### config.mk
export PLATFORM = sky130hd
export DESIGN_NAME = im_loader_flat
export DESIGN_NICKNAME = d
export VERILOG_FILES = /design/src/rtl/im_loader_pkg.sv /design/src/rtl/im_loader_if.sv /design/src/rtl/im_loader_byte_packer.sv /design/src/rtl/im_loader.sv /design/src/flat_wrapper.sv
export SDC_FILE = /design/constraint.sdc
export NUM_CORES = 1
export LEC_CHECK = 0
export CAP_MARGIN = 10
export CORE_MARGIN = 5
export CORE_UTILIZATION = 46
export DETAILED_ROUTE_END_ITERATION = 16
export PLACE_DENSITY = 0.72
export REMOVE_ABC_BUFFERS = 1
export SLEW_MARGIN = 20
export SYNTH_ARGS = -nofsm -noshare
export SYNTH_HDL_FRONTEND = slang
export SYNTH_SLANG_ARGS = --single-unit
### constraint.sdc
create_clock -name CLK -period 1.92 [get_ports CLK]
set_clock_uncertainty 0.05 [all_clocks]
set_input_delay 0.288 -clock CLK [delete_from_list [all_inputs] [get_ports CLK]]
set_output_delay 0.288 -clock CLK [all_outputs]
set_load 0.1 [all_outputs]
### src/rtl/im_loader_pkg.sv
// im_loader shared definitions.
// State encoding, field widths and defaults.
package im_loader_pkg;

    typedef enum logic [2:0] {
        S_IDLE,
        S_HDR,
        S_DATA,
        S_CSUM,
        S_DONE,
        S_ERR
    } state_t;

    localparam int BYTE_W    = 8;
    localparam int WORD_W    = 32;
    localparam int CSUM_W    = 8;
    localparam int DEPTH_DEF = 32;
    localparam int CW_DEF    = 8;

endpackage

### src/rtl/im_loader_if.sv
// Byte-stream valid/ready link.
// master = byte source, slave = loader.
interface im_loader_if;
    import im_loader_pkg::*;

    logic              BVALID;
    logic [BYTE_W-1:0] BDATA;
    logic              BREADY;

    modport master (
        output BVALID,
        output BDATA,
        input  BREADY
    );

    modport slave (
        input  BVALID,
        input  BDATA,
        output BREADY
    );

endinterface

### src/rtl/im_loader_byte_packer.sv
// 8->32 big-endian word assembler.
// word/word_valid are valid in the cycle of the 4th byte.
module byte_packer
    import im_loader_pkg::*;
(
    input  logic              CLK,
    input  logic              RST_N,
    input  logic              clr,
    input  logic              load,
    input  logic [BYTE_W-1:0] din,
    output logic [WORD_W-1:0] word,
    output logic              word_valid
);

    logic [1:0]               cnt;
    logic [WORD_W-BYTE_W-1:0] sr;

    // shift in accepted bytes, MSB first, and count position in the word
    always_ff @(posedge CLK) begin
        if (!RST_N || clr) begin
            cnt <= '0;
            sr  <= '0;
        end else if (load) begin
            cnt <= cnt + 2'd1;
            sr  <= {sr[WORD_W-2*BYTE_W-1:0], din};
        end
    end

    assign word       = {sr, din};
    assign word_valid = load && (cnt == 2'd3);

endmodule

### src/rtl/im_loader.sv
// Boot-time IMEM loader: byte frame -> IMEM writes.
// Holds the CPU while loading; reports done or error.
module im_loader
    import im_loader_pkg::*;
#(
    parameter int DEPTH = DEPTH_DEF,
    parameter int CW    = CW_DEF
) (
    input  logic              CLK,
    input  logic              RST_N,
    input  logic              START,
    im_loader_if.slave        bs,
    output logic              IMWE,
    output logic [WORD_W-1:0] IMWA,
    output logic [WORD_W-1:0] IMWD,
    output logic              CPU_HOLD,
    output logic              LOAD_DONE,
    output logic              LOAD_ERR
);

    state_t              state;
    state_t              state_nx;
    logic [CW-1:0]       n_words;
    logic [CW-1:0]       wcnt;
    logic [CSUM_W-1:0]   csum;
    logic [CW-1:0]       hdr_n;
    logic                acc;
    logic                start_acc;
    logic                data_acc;
    logic                last_word;
    logic [WORD_W-1:0]   word;
    logic                word_valid;

    assign acc       = bs.BVALID && bs.BREADY;
    assign start_acc = (state == S_IDLE) && START;
    assign data_acc  = acc && (state == S_DATA);
    assign hdr_n     = CW'(bs.BDATA);
    assign last_word = (wcnt == n_words - 1'b1);

    byte_packer u_pack (
        .CLK        (CLK),
        .RST_N      (RST_N),
        .clr        (start_acc),
        .load       (data_acc),
        .din        (bs.BDATA),
        .word       (word),
        .word_valid (word_valid)
    );

    // state register
    always_ff @(posedge CLK) begin
        if (!RST_N) state <= S_IDLE;
        else        state <= state_nx;
    end

    // next-state logic
    always_comb begin
        state_nx = state;
        unique case (state)
            S_IDLE: if (START) state_nx = S_HDR;
            S_HDR: begin
                if (acc) begin
                    if (hdr_n > CW'(DEPTH)) state_nx = S_ERR;
                    else if (hdr_n == '0)   state_nx = S_CSUM;
                    else                    state_nx = S_DATA;
                end
            end
            S_DATA: if (word_valid && last_word) state_nx = S_CSUM;
            S_CSUM: begin
                if (acc) begin
                    if (bs.BDATA == csum) state_nx = S_DONE;
                    else                  state_nx = S_ERR;
                end
            end
            S_DONE:  state_nx = S_IDLE;
            S_ERR:   state_nx = S_IDLE;
            default: state_nx = S_IDLE;
        endcase
    end

    // state-decoded outputs
    always_comb begin
        bs.BREADY = 1'b0;
        CPU_HOLD  = 1'b1;
        LOAD_DONE = 1'b0;
        unique case (state)
            S_IDLE: CPU_HOLD  = 1'b0;
            S_HDR:  bs.BREADY = 1'b1;
            S_DATA: bs.BREADY = 1'b1;
            S_CSUM: bs.BREADY = 1'b1;
            S_DONE: LOAD_DONE = 1'b1;
            S_ERR:  LOAD_DONE = 1'b0;
            default: CPU_HOLD = 1'b1;
        endcase
    end

    // frame bookkeeping: header count, word index, running XOR
    always_ff @(posedge CLK) begin
        if (!RST_N) begin
            n_words <= '0;
            wcnt    <= '0;
            csum    <= '0;
        end else begin
            if (start_acc) begin
                wcnt <= '0;
                csum <= '0;
            end
            if (acc && state == S_HDR) n_words <= hdr_n;
            if (data_acc)              csum    <= csum ^ bs.BDATA;
            if (word_valid)            wcnt    <= wcnt + 1'b1;
        end
    end

    // registered IMEM write port; address/data hold between writes
    always_ff @(posedge CLK) begin
        if (!RST_N) begin
            IMWE <= 1'b0;
            IMWA <= '0;
            IMWD <= '0;
        end else begin
            IMWE <= word_valid;
            if (word_valid) begin
                IMWA <= WORD_W'(wcnt);
                IMWD <= word;
            end
        end
    end

    // sticky error flag, cleared when a new load is armed
    always_ff @(posedge CLK) begin
        if (!RST_N)           LOAD_ERR <= 1'b0;
        else if (start_acc)   LOAD_ERR <= 1'b0;
        else if (state == S_ERR) LOAD_ERR <= 1'b1;
    end

endmodule

### src/flat_wrapper.sv
// flat-port wrapper written by rule: the top's interface ports become plain ports
module im_loader_flat import im_loader_pkg::*;
#(
    parameter int DEPTH = DEPTH_DEF,
    parameter int CW    = CW_DEF
)
  (CLK, RST_N, START, IMWE, IMWA, IMWD, CPU_HOLD, LOAD_DONE, LOAD_ERR, bs_BVALID, bs_BDATA, bs_BREADY);
  im_loader_if bs_i ();
  input  logic CLK;
  input  logic RST_N;
  input  logic START;
  output logic IMWE;
  output logic [WORD_W-1:0] IMWA;
  output logic [WORD_W-1:0] IMWD;
  output logic CPU_HOLD;
  output logic LOAD_DONE;
  output logic LOAD_ERR;
  input wire logic [$bits(bs_i.BVALID)-1:0] bs_BVALID;
  input wire logic [$bits(bs_i.BDATA)-1:0] bs_BDATA;
  output wire logic [$bits(bs_i.BREADY)-1:0] bs_BREADY;
  assign bs_i.BVALID = bs_BVALID;
  assign bs_i.BDATA = bs_BDATA;
  assign bs_BREADY = bs_i.BREADY;
  im_loader #(.DEPTH(DEPTH), .CW(CW)) u_core (.CLK(CLK), .RST_N(RST_N), .START(START), .bs(bs_i), .IMWE(IMWE), .IMWA(IMWA), .IMWD(IMWD), .CPU_HOLD(CPU_HOLD), .LOAD_DONE(LOAD_DONE), .LOAD_ERR(LOAD_ERR));
endmodule
==> impl_metrics.tcl <==
set metrics [dict create \
    status "complete, no violations" \
    r2r_end "u_core.state[0]$_SDFFE_PN0P_" \
    avgViaCountPerCell 5.04 \
    design.portCount 81 \
    cts.clk_slew.worst_paths_ns 0.10 \
    ys_seq_area_frac 0.471 \
    cp.required_ns 2.15 \
    place_congestion 0.868 \
    yosys.area.top_type_share 0.471 \
    cts_tree "done" \
    holdCritStartpoint "u_core.u_pack.sr[19]$_SDFFE_PP0P_" \
    fp.dieW_microns 104 \
    fillCellCount 780 \
    cts_sinks 95 \
    arrival_ns 2.15 \
    clkLatencyLatePin_ns 0.37 \
    vias 3477 \
    drtAntennaViolNets 0 \
    r2r_slack_ns 0.0007 \
    antenna_found_initial 0 \
    route.met3.wl_microns 482 \
    cts-root-buf "clkbuf_8" \
    area.sequential_sq_um 1900 \
    ys.warnings.count 0 \
    layout_setup_ws_ns 0.000650 \
    multiInputGateArea_sq_um 1950 \
    worstHoldPathCells 2 \
    grt_overflow 0 \
    top_layer "met4" \
    r2r_cells 7 \
    crit_path_end_kind "flip-flop" \
    synth_top_cell_by_area "dfxtp_1" \
    mostFrequentLayoutCells "nand2_1 (146), dfxtp_1 (93), a21oi_1 (75), buf_4 (64), nor2_1 (40)" \
    maxCapViolCount 0 \
    ir_drop_mv 0.548 \
    dieArea_sq_um 10800 \
    cp-startpoint "u_core.n_words[1]$_SDFFE_PN0P_" \
    rsz0062_at_grt "true" \
    hold_ws_ns 0.408 \
    rows 34 \
    initial_utilization 0.468 \
    synth.avg_cell_area_sq_um 7.83 \
    grt_pass1_vias 3363 \
    ys_ff_latch 95 \
    final.period_utilization 1.00 \
    hold_class "reg -> reg" \
    dieHeight_microns 104 \
    crit_fanout 2 \
    dp.final_hpwl_mm 6.33 \
    netlist_instances 516 \
    synth_cell_type_count 37 \
    synth_top_cells_by_area "dfxtp_1 (47%), nand2_1 (14%), a21oi_1 (9.4%)" \
    power_leakage_nw 1.89 \
    design.core.area_sq_um 8640 \
    clockBufferDepth 2 \
    routedWlPerCell_microns 13.3 \
    synthToLayoutAreaGrowth_pct 22.7 \
    grt_pass1_wl_mm 15.5 \
    ctsHoldBuffers 0 \
    drt_iter0_drc 169 \
    cp-endpoint "u_core.state[0]$_SDFFE_PN0P_" \
    final_common_cell "nand2_1" \
    synthesis.area_sq_um 4040 \
    io_buffer_count 56 \
    min_period_ns 1.92 \
    wl_met2_mm 4.37 \
    powerDensity_nw_per_um2 813 \
    numCtsBuffers 9 \
    setup-violations-final 0 \
    dr.pass1.iters 4 \
    drc 0 \
    htreeDepth 3 \
    grt_max_degree 51 \
    routed_wl_mm 9.17 \
    r2r-start "u_core.n_words[1]$_SDFFE_PN0P_" \
    start_kind "flip-flop" \
    grt_util_all_layers 0.169 \
    dp_slack_ns -0.352 \
    worstSetupPathType "reg -> reg" \
    clock.fmax_ghz 0.521 \
    wl_met1_mm 4.20 \
    slew_viol_final 0 \
    hold_violations 0 \
    drive_gt1_frac 0.182 \
    insertedDiodeCount 0 \
    final_nets 592 \
]
## where the power goes
part,internal [mW],switching (mW)
Sequential,1.99,0.0216
Combinational,0.160,0.445
Clock,0.642,0.773
Total,2.79,1.24
## sequential cells by signal (all words and copies together) (netlist names), 2 cells and up
register and cells:
u_core.csum 8, u_core.u_pack.cnt 2, u_core.state 3, u_core.IMWA 8
u_core.IMWD 32, u_core.wcnt 8, u_core.n_words 8, u_core.u_pack.sr 24
## worst max-delay path, cell delays in order (launching register included)
cell and delay (ns):
dfxtp_2 0.35, inv_2 0.04, ha_4 0.23, xnor2_1 0.13
or4_4 0.52, a21oi_2 0.12, nand4_1 0.11, a311oi_1 0.28
## Yosys cell counts, drive strengths merged
master / number
mux2: 3
buf: 28
nor4: 3
mux2i: 9
or2: 1
nor3: 7
a31oi: 3
conb: 1
a21oi: 76
nor2: 42
nand4: 4
o21ai: 15
a211oi: 3
a221o: 1
nand2: 146
or3: 1
nand3: 6
ha: 3
inv: 5
xor2: 10
or4: 2
o21a: 7
dfxtp: 95
nor3b: 1
nand2b: 1
clkbuf: 27
a311oi: 1
and2: 4
and3: 2
xnor2: 8
a32o: 1
## repair_timing
item	in CTS	in global routing
pin swaps	5	2
resized for setup	5	6
setup buffers	1	0
endpoints found under the setup margin	1	1
## per-layer routing
layer,vias up,track usage
met1,1613,0.210
met4,0,0.0648
met2,79,0.280
met5,-,0
met3,9,0.0429
li1,1776,-
## worst min-delay path by stage
stage                                        to
5_1_grt             u_core.IMWA[6]$_SDFFE_PN0P_
2_1_floorplan  u_core.u_pack.sr[0]$_SDFFE_PP0P_
6_report           u_core.IMWD[27]$_SDFFE_PN0P_
3_5_place_dp       u_core.IMWD[27]$_SDFFE_PN0P_
4_1_cts            u_core.IMWD[27]$_SDFFE_PN0P_
3_3_place_gp        u_core.IMWA[2]$_SDFFE_PN0P_
## metrics by stage
step,TNS (ns),power [mW],util,cells,instance area (sq um)
4_1_cts,0,4.06,0.571,690,4930
6_report,0,4.03,0.574,690,4960
5_1_grt,-0.0278,4.18,0.574,690,4960
3_3_place_gp,-1.02,2.64,0.543,673,4690
2_1_floorplan,-0.655,2.47,-,484,3830
3_5_place_dp,-1.92,2.64,0.543,673,4690
## cell type report
class | instances | area share
multi-input cells | 384 | 0.393
flip-flops and latches | 95 | 0.384
repair buffers | 82 | 0.147
clock inverters | 7 | 0.0192
inverters | 5 | 0.00379
well taps | 108 | 0.0273
clock buffers | 9 | 0.0250
## logic make-up after synthesis
kind of cell,after synthesis,synth area share
flops,95,0.471
compound gates,107,0.143
buf+inv,60,0.0784
other cells,1,0.000928
fa+ha+maj,3,0.00929
mux,12,0.0307
simple gates,220,0.228
xor+xnor,18,0.0390
Power figures use the tool's default switching activity.
